[src/rtl/nx_fifo_rd_adapter.sv]
// Read-side unloader for an nx_fifo: pops on !empty into a 2-entry skid and presents a registered valid/ready stream.
// Optional stats counters under `NX_FIFO_RD_ADAPTER_STATS_EN`; one word per cycle, no out_ready->fifo_ren path.
module nx_fifo_rd_adapter #(
  parameter int WIDTH      = 132,
  parameter bit DATA_RESET = 1'b1,
  parameter int CNT_W      = 32
) (
  input  logic             clk,
  input  logic             rst_n,
  input  logic             clear,
  input  logic             fifo_empty,
  input  logic [WIDTH-1:0] fifo_rdata,
  output logic             fifo_ren,
  output logic             out_valid,
  input  logic             out_ready,
  output logic [WIDTH-1:0] out_data,
  output logic [1:0]       occupancy,
  output logic             idle,
  output logic [CNT_W-1:0] beat_cnt,
  output logic [CNT_W-1:0] stall_cnt
);

  typedef enum logic [1:0] {
    S0 = 2'd0,
    S1 = 2'd1,
    S2 = 2'd2
  } state_t;

  state_t           state;
  state_t           state_nxt;
  logic [WIDTH-1:0] entry0;
  logic [WIDTH-1:0] entry1;
  logic             pop;
  logic             ld0_fifo;
  logic             ld0_shift;
  logic             ld1;

  // Pop decision depends only on registered occupancy, never on out_ready.
  assign fifo_ren  = !fifo_empty && !clear && (state != S2);
  assign out_valid = (state != S0);
  assign out_data  = entry0;
  assign occupancy = state;
  assign idle      = (state == S0) && fifo_empty;
  assign pop       = out_valid && out_ready;

  always_ff @(posedge clk or negedge rst_n) begin
    if (!rst_n) state <= S0;
    else        state <= state_nxt;
  end

  always_comb begin
    state_nxt = state;
    ld0_fifo  = 1'b0;
    ld0_shift = 1'b0;
    ld1       = 1'b0;
    if (clear) begin
      state_nxt = S0;
    end else begin
      case (state)
        S0: if (fifo_ren) begin
          state_nxt = S1;
          ld0_fifo  = 1'b1;
        end
        S1: begin
          if (fifo_ren && pop) begin
            ld0_fifo = 1'b1;
          end else if (fifo_ren) begin
            state_nxt = S2;
            ld1       = 1'b1;
          end else if (pop) begin
            state_nxt = S0;
          end
        end
        S2: if (pop) begin
          state_nxt = S1;
          ld0_shift = 1'b1;
        end
        default: state_nxt = S0;
      endcase
    end
  end

  generate
    if (DATA_RESET) begin : g_data_rst
      always_ff @(posedge clk or negedge rst_n) begin
        if (!rst_n) begin
          entry0 <= '0;
          entry1 <= '0;
        end else begin
          if (ld0_fifo)       entry0 <= fifo_rdata;
          else if (ld0_shift) entry0 <= entry1;
          if (ld1)            entry1 <= fifo_rdata;
        end
      end
    end else begin : g_data_nrst
      always_ff @(posedge clk) begin
        if (ld0_fifo)       entry0 <= fifo_rdata;
        else if (ld0_shift) entry0 <= entry1;
        if (ld1)            entry1 <= fifo_rdata;
      end
    end
  endgenerate

`ifdef NX_FIFO_RD_ADAPTER_STATS_EN
  logic [CNT_W-1:0] beat_q;
  logic [CNT_W-1:0] stall_q;

  // Saturating counters; clear wins over any handshake in its cycle.
  always_ff @(posedge clk or negedge rst_n) begin
    if (!rst_n) begin
      beat_q  <= '0;
      stall_q <= '0;
    end else if (clear) begin
      beat_q  <= '0;
      stall_q <= '0;
    end else begin
      if (out_valid && out_ready && (beat_q != '1))   beat_q  <= beat_q + 1'b1;
      if (out_valid && !out_ready && (stall_q != '1)) stall_q <= stall_q + 1'b1;
    end
  end

  assign beat_cnt  = beat_q;
  assign stall_cnt = stall_q;
`else
  assign beat_cnt  = '0;
  assign stall_cnt = '0;
`endif

endmodule

[config.mk]
export PLATFORM = sky130hd
export DESIGN_NAME = nx_fifo_rd_adapter
export DESIGN_NICKNAME = d
export VERILOG_FILES = /design/src/rtl/nx_fifo_rd_adapter.sv
export SDC_FILE = /design/constraint.sdc
export NUM_CORES = 1
export LEC_CHECK = 0
export CORE_UTILIZATION = 50
export CTS_CLUSTER_DIAMETER = 80
export DETAILED_ROUTE_END_ITERATION = 6
export PLACE_DENSITY = 0.83
export SLEW_MARGIN = 0
export SYNTH_ARGS = -nofsm -noshare
export SYNTH_HDL_FRONTEND = slang
export SYNTH_SLANG_ARGS = --single-unit
[constraint.sdc]
create_clock -name clk -period 5.1 [get_ports clk]
set_input_delay 1.02 -clock clk [delete_from_list [all_inputs] [get_ports clk]]
set_output_delay 1.02 -clock clk [all_outputs]
set_load 0.005 [all_outputs]
==> results_dict.tcl <==
set metrics [dict create \
    status "finished, final reports clean" \
    flow.area_growth_from_synthesis_pct 31.8 \
    grt_util_all_layers_pct 20.8 \
    grt_start_max_net_pins 124 \
    core_region_area_mm2 0.0235 \
    cts_buffers 29 \
    drt-initial-drc-count 199 \
    layout.cells.most_common_list "sky130_fd_sc_hd__mux2_2, sky130_fd_sc_hd__clkdlybuf4s50_1, sky130_fd_sc_hd__dfrtp_1" \
    layout_commonest_cell "sky130_fd_sc_hd__mux2_2" \
    start_kind "input pin" \
    setup_repair_after_global_routing_missed_its_margin "false" \
    syn_area_per_cell_um2 15.1 \
    r2r-end "out_data[123]" \
    worst_ep_arrival_time_ns 2.66 \
    post_layout_nonfiller_instances 1405 \
    crit_type "in -> out" \
    cp-end-kind "primary output" \
    clock_power_share_pct 28.8 \
    timing.final.max_slew_violations 0 \
    final_nets 1200 \
    total_power_per_unit_cell_area_mw_per_mm2 468 \
    worst-r2r-setup-slack_ns 2.54 \
    min_delay_path_depth 1 \
    ys_seq_elements 266 \
    globalplace.congestion 0.764 \
    first_global_vias 7541 \
    critical-path-top-cell-by-count "sky130_fd_sc_hd__clkdlybuf4s50_1" \
    finalSetupViolations 0 \
    std_cell_rows 56 \
    vias 7041 \
    cts-htree-levels 1 \
    routed_wl_um 25200 \
    hold_viol_final 0 \
    path_delay_family "buffers and inverters" \
    finalClockSkew_ns 0.0153 \
    min_period_over_period_pct 72.2 \
    synth.cell_area_mm2 0.0120 \
    fp.dieArea_mm2 0.0246 \
    critical_path.n_buffers_inverters 2 \
    internal_power_mw 5.59 \
    grt_first_pass_wirelength_um 40100 \
    dp_hpwl_um 16600 \
    hp-start "entry1[129]" \
    cts_hold_buffers 0 \
    min-delay-path-class "reg -> reg" \
    power_switching_share_pct 24.4 \
    initial_core_util_pct 51.0 \
    dr.pass1.iters 4 \
    synth_sequential_area_ratio_pct 55.6 \
    vias_per_cell 5.01 \
    die_width_um 157 \
    placement.io_buffers 273 \
    clockRootBuffer "sky130_fd_sc_hd__clkbuf_16" \
    synth.yosys.warnings 0 \
    post_synth_inst_count 792 \
    max_freq_ghz 0.272 \
    post_cts.resized_instances 0 \
    reg2reg_from "occupancy[0]" \
    netlist-cell-type-count 23 \
    drt_drc_violations_left 0 \
    met1_track_demand_over_resource_pct 25.0 \
    cp_cell_sequence "clkdlybuf4s50_1 -> nor3_1 -> clkdlybuf4s50_1" \
    grt_busiest_layer "met2" \
    cts.repair_timing.setup_buffer_count 0 \
    worst_slew_margin_rel_pct 37.7 \
    p_leak_nw 6.83 \
    worstRegToRegCells 5 \
    detail_route.wl_per_cell_um 17.9 \
    critical_path.slowest_cell "sky130_fd_sc_hd__clkdlybuf4s50_1" \
    final.min_clock_period_ns 3.68 \
    maxCapViolations 0 \
    ctsLongestPathBuffers 3 \
    combinational_power_share_pct 28.4 \
    power.sequential.fraction_pct 42.7 \
    timing.critical_path.slowest_cell_delay_ns 0.63 \
    clock_tree_from_tritoncts "done" \
    clock_latency_ns 0.53 \
    worstMarginPinSlew_ns 0.935 \
    drive_above_1_share_pct 33.8 \
    gr_util_met3_pct 5.90 \
    cts.reportedPaths.clkPinSlew_ns 0.06 \
    hold-path-endpoint "entry1[129]" \
    global_route_congestion_overflow_total 0 \
    worstPathMaxFanout 7 \
    final_antenna_net_count 0 \
    antenna_found_initial 1 \
    placed_cells_incl_taps 1351 \
    clock-sinks 266 \
    vdd_drop_max_v 0.000334 \
    io-pin-count 338 \
    netSwitchingPower_mw 1.80 \
    setup_total_negative_slack_ns 0 \
    critical_path_required_ns 4.08 \
    grt.met2_usage_pct 35.9 \
    floorplan.die.height_um 157 \
]
-- metrics by stage --
step                      hold WS, ns  total power, mW  setup WS [ns]  utilization, %  instance area [um2]
after floorplan                 0.454             4.11           2.43               -                12200
after global placement          0.464             5.21           1.43            63.0                14800
after detailed placement        0.476             5.31           1.38            63.0                14800
after CTS                       0.489             7.49           1.43            67.2                15800
after global routing            0.503             7.79           1.40            67.2                15800
final                           0.483             7.39           1.42            67.2                15800
-- state kept, by name, indices dropped and copies added (netlist names) --
name,count
entry1,132
occupancy,2
out_data,132
-- cell usage after synthesis --
| master | number | area (um2) |
|---|---|---|
| sky130_fd_sc_hd__o21ai_0 | 2 | 10.0 |
| sky130_fd_sc_hd__mux2_1 | 89 | 1000 |
| sky130_fd_sc_hd__nor4_2 | 1 | 12.5 |
| sky130_fd_sc_hd__mux2i_1 | 2 | 20.0 |
| sky130_fd_sc_hd__xnor2_1 | 1 | 8.76 |
| sky130_fd_sc_hd__o31ai_1 | 1 | 7.51 |
| sky130_fd_sc_hd__o21a_1 | 1 | 7.51 |
| sky130_fd_sc_hd__or2_2 | 1 | 6.26 |
| sky130_fd_sc_hd__buf_2 | 26 | 130 |
| sky130_fd_sc_hd__dfrtp_1 | 266 | 6660 |
| sky130_fd_sc_hd__mux2_2 | 303 | 3410 |
| sky130_fd_sc_hd__nor2_1 | 5 | 18.8 |
| sky130_fd_sc_hd__conb_1 | 1 | 3.75 |
| sky130_fd_sc_hd__nor2b_1 | 1 | 6.26 |
| sky130_fd_sc_hd__clkbuf_1 | 6 | 22.5 |
| sky130_fd_sc_hd__nand2b_1 | 2 | 12.5 |
| sky130_fd_sc_hd__nor2b_2 | 1 | 8.76 |
| sky130_fd_sc_hd__nor3_1 | 2 | 10.0 |
| sky130_fd_sc_hd__nor4_4 | 1 | 21.3 |
| sky130_fd_sc_hd__inv_1 | 1 | 3.75 |
| sky130_fd_sc_hd__nand2_1 | 2 | 7.51 |
| sky130_fd_sc_hd__nand3b_1 | 1 | 7.51 |
| sky130_fd_sc_hd__buf_4 | 76 | 571 |
-- power groups by stage --
stage | Sequential [mW] | Clock, mW | Combinational [mW]
finish | 3.16 | 2.13 | 2.10
global route | 3.25 | 2.26 | 2.28
CTS | 3.16 | 2.19 | 2.14
detailed placement | 3.19 | 0 | 2.12
global placement | 3.15 | 0 | 2.06
floorplan | 3.16 | 0 | 0.951
-- final cells by class --
cell class / count / area, um2
fill: 1674 / 7700
sequential: 266 / 6660
multi-input combinational: 480 / 4840
timing repair buffer: 285 / 2890
clock buffer: 41 / 821
tap: 319 / 399
clock inverter: 12 / 163
inverter: 1 / 3.75
antenna: 1 / 2.50
-- metal layers --
layer  wire [um]  share of wire (%)
met1       10100                 40
met3        1790                7.1
met4         677                2.7
met5           0                  0
met2       12700                 50
-- cells by family after synthesis --
| kind of cell | share of synthesized area [%] |
|---|---|
| compound gates | 0.209 |
| xor+xnor | 0.0732 |
| buf+inv | 6.07 |
| flops | 55.6 |
| mux | 37.1 |
| other cells | 0.0313 |
| simple gates | 0.931 |
-- worst max-delay path by stage --
stage                     slack [ns]        from  depth (start not counted)             to
after floorplan                 2.43  fifo_empty                          6   out_data[49]
after global placement          1.43   out_ready                          6   out_data[75]
after detailed placement        1.38   out_ready                          6  out_data[111]
after CTS                       1.43       clear                          3       fifo_ren
after global routing            1.40       clear                          3       fifo_ren
final                           1.42       clear                          3       fifo_ren
No activity file was read; power rests on OpenSTA's default activity.
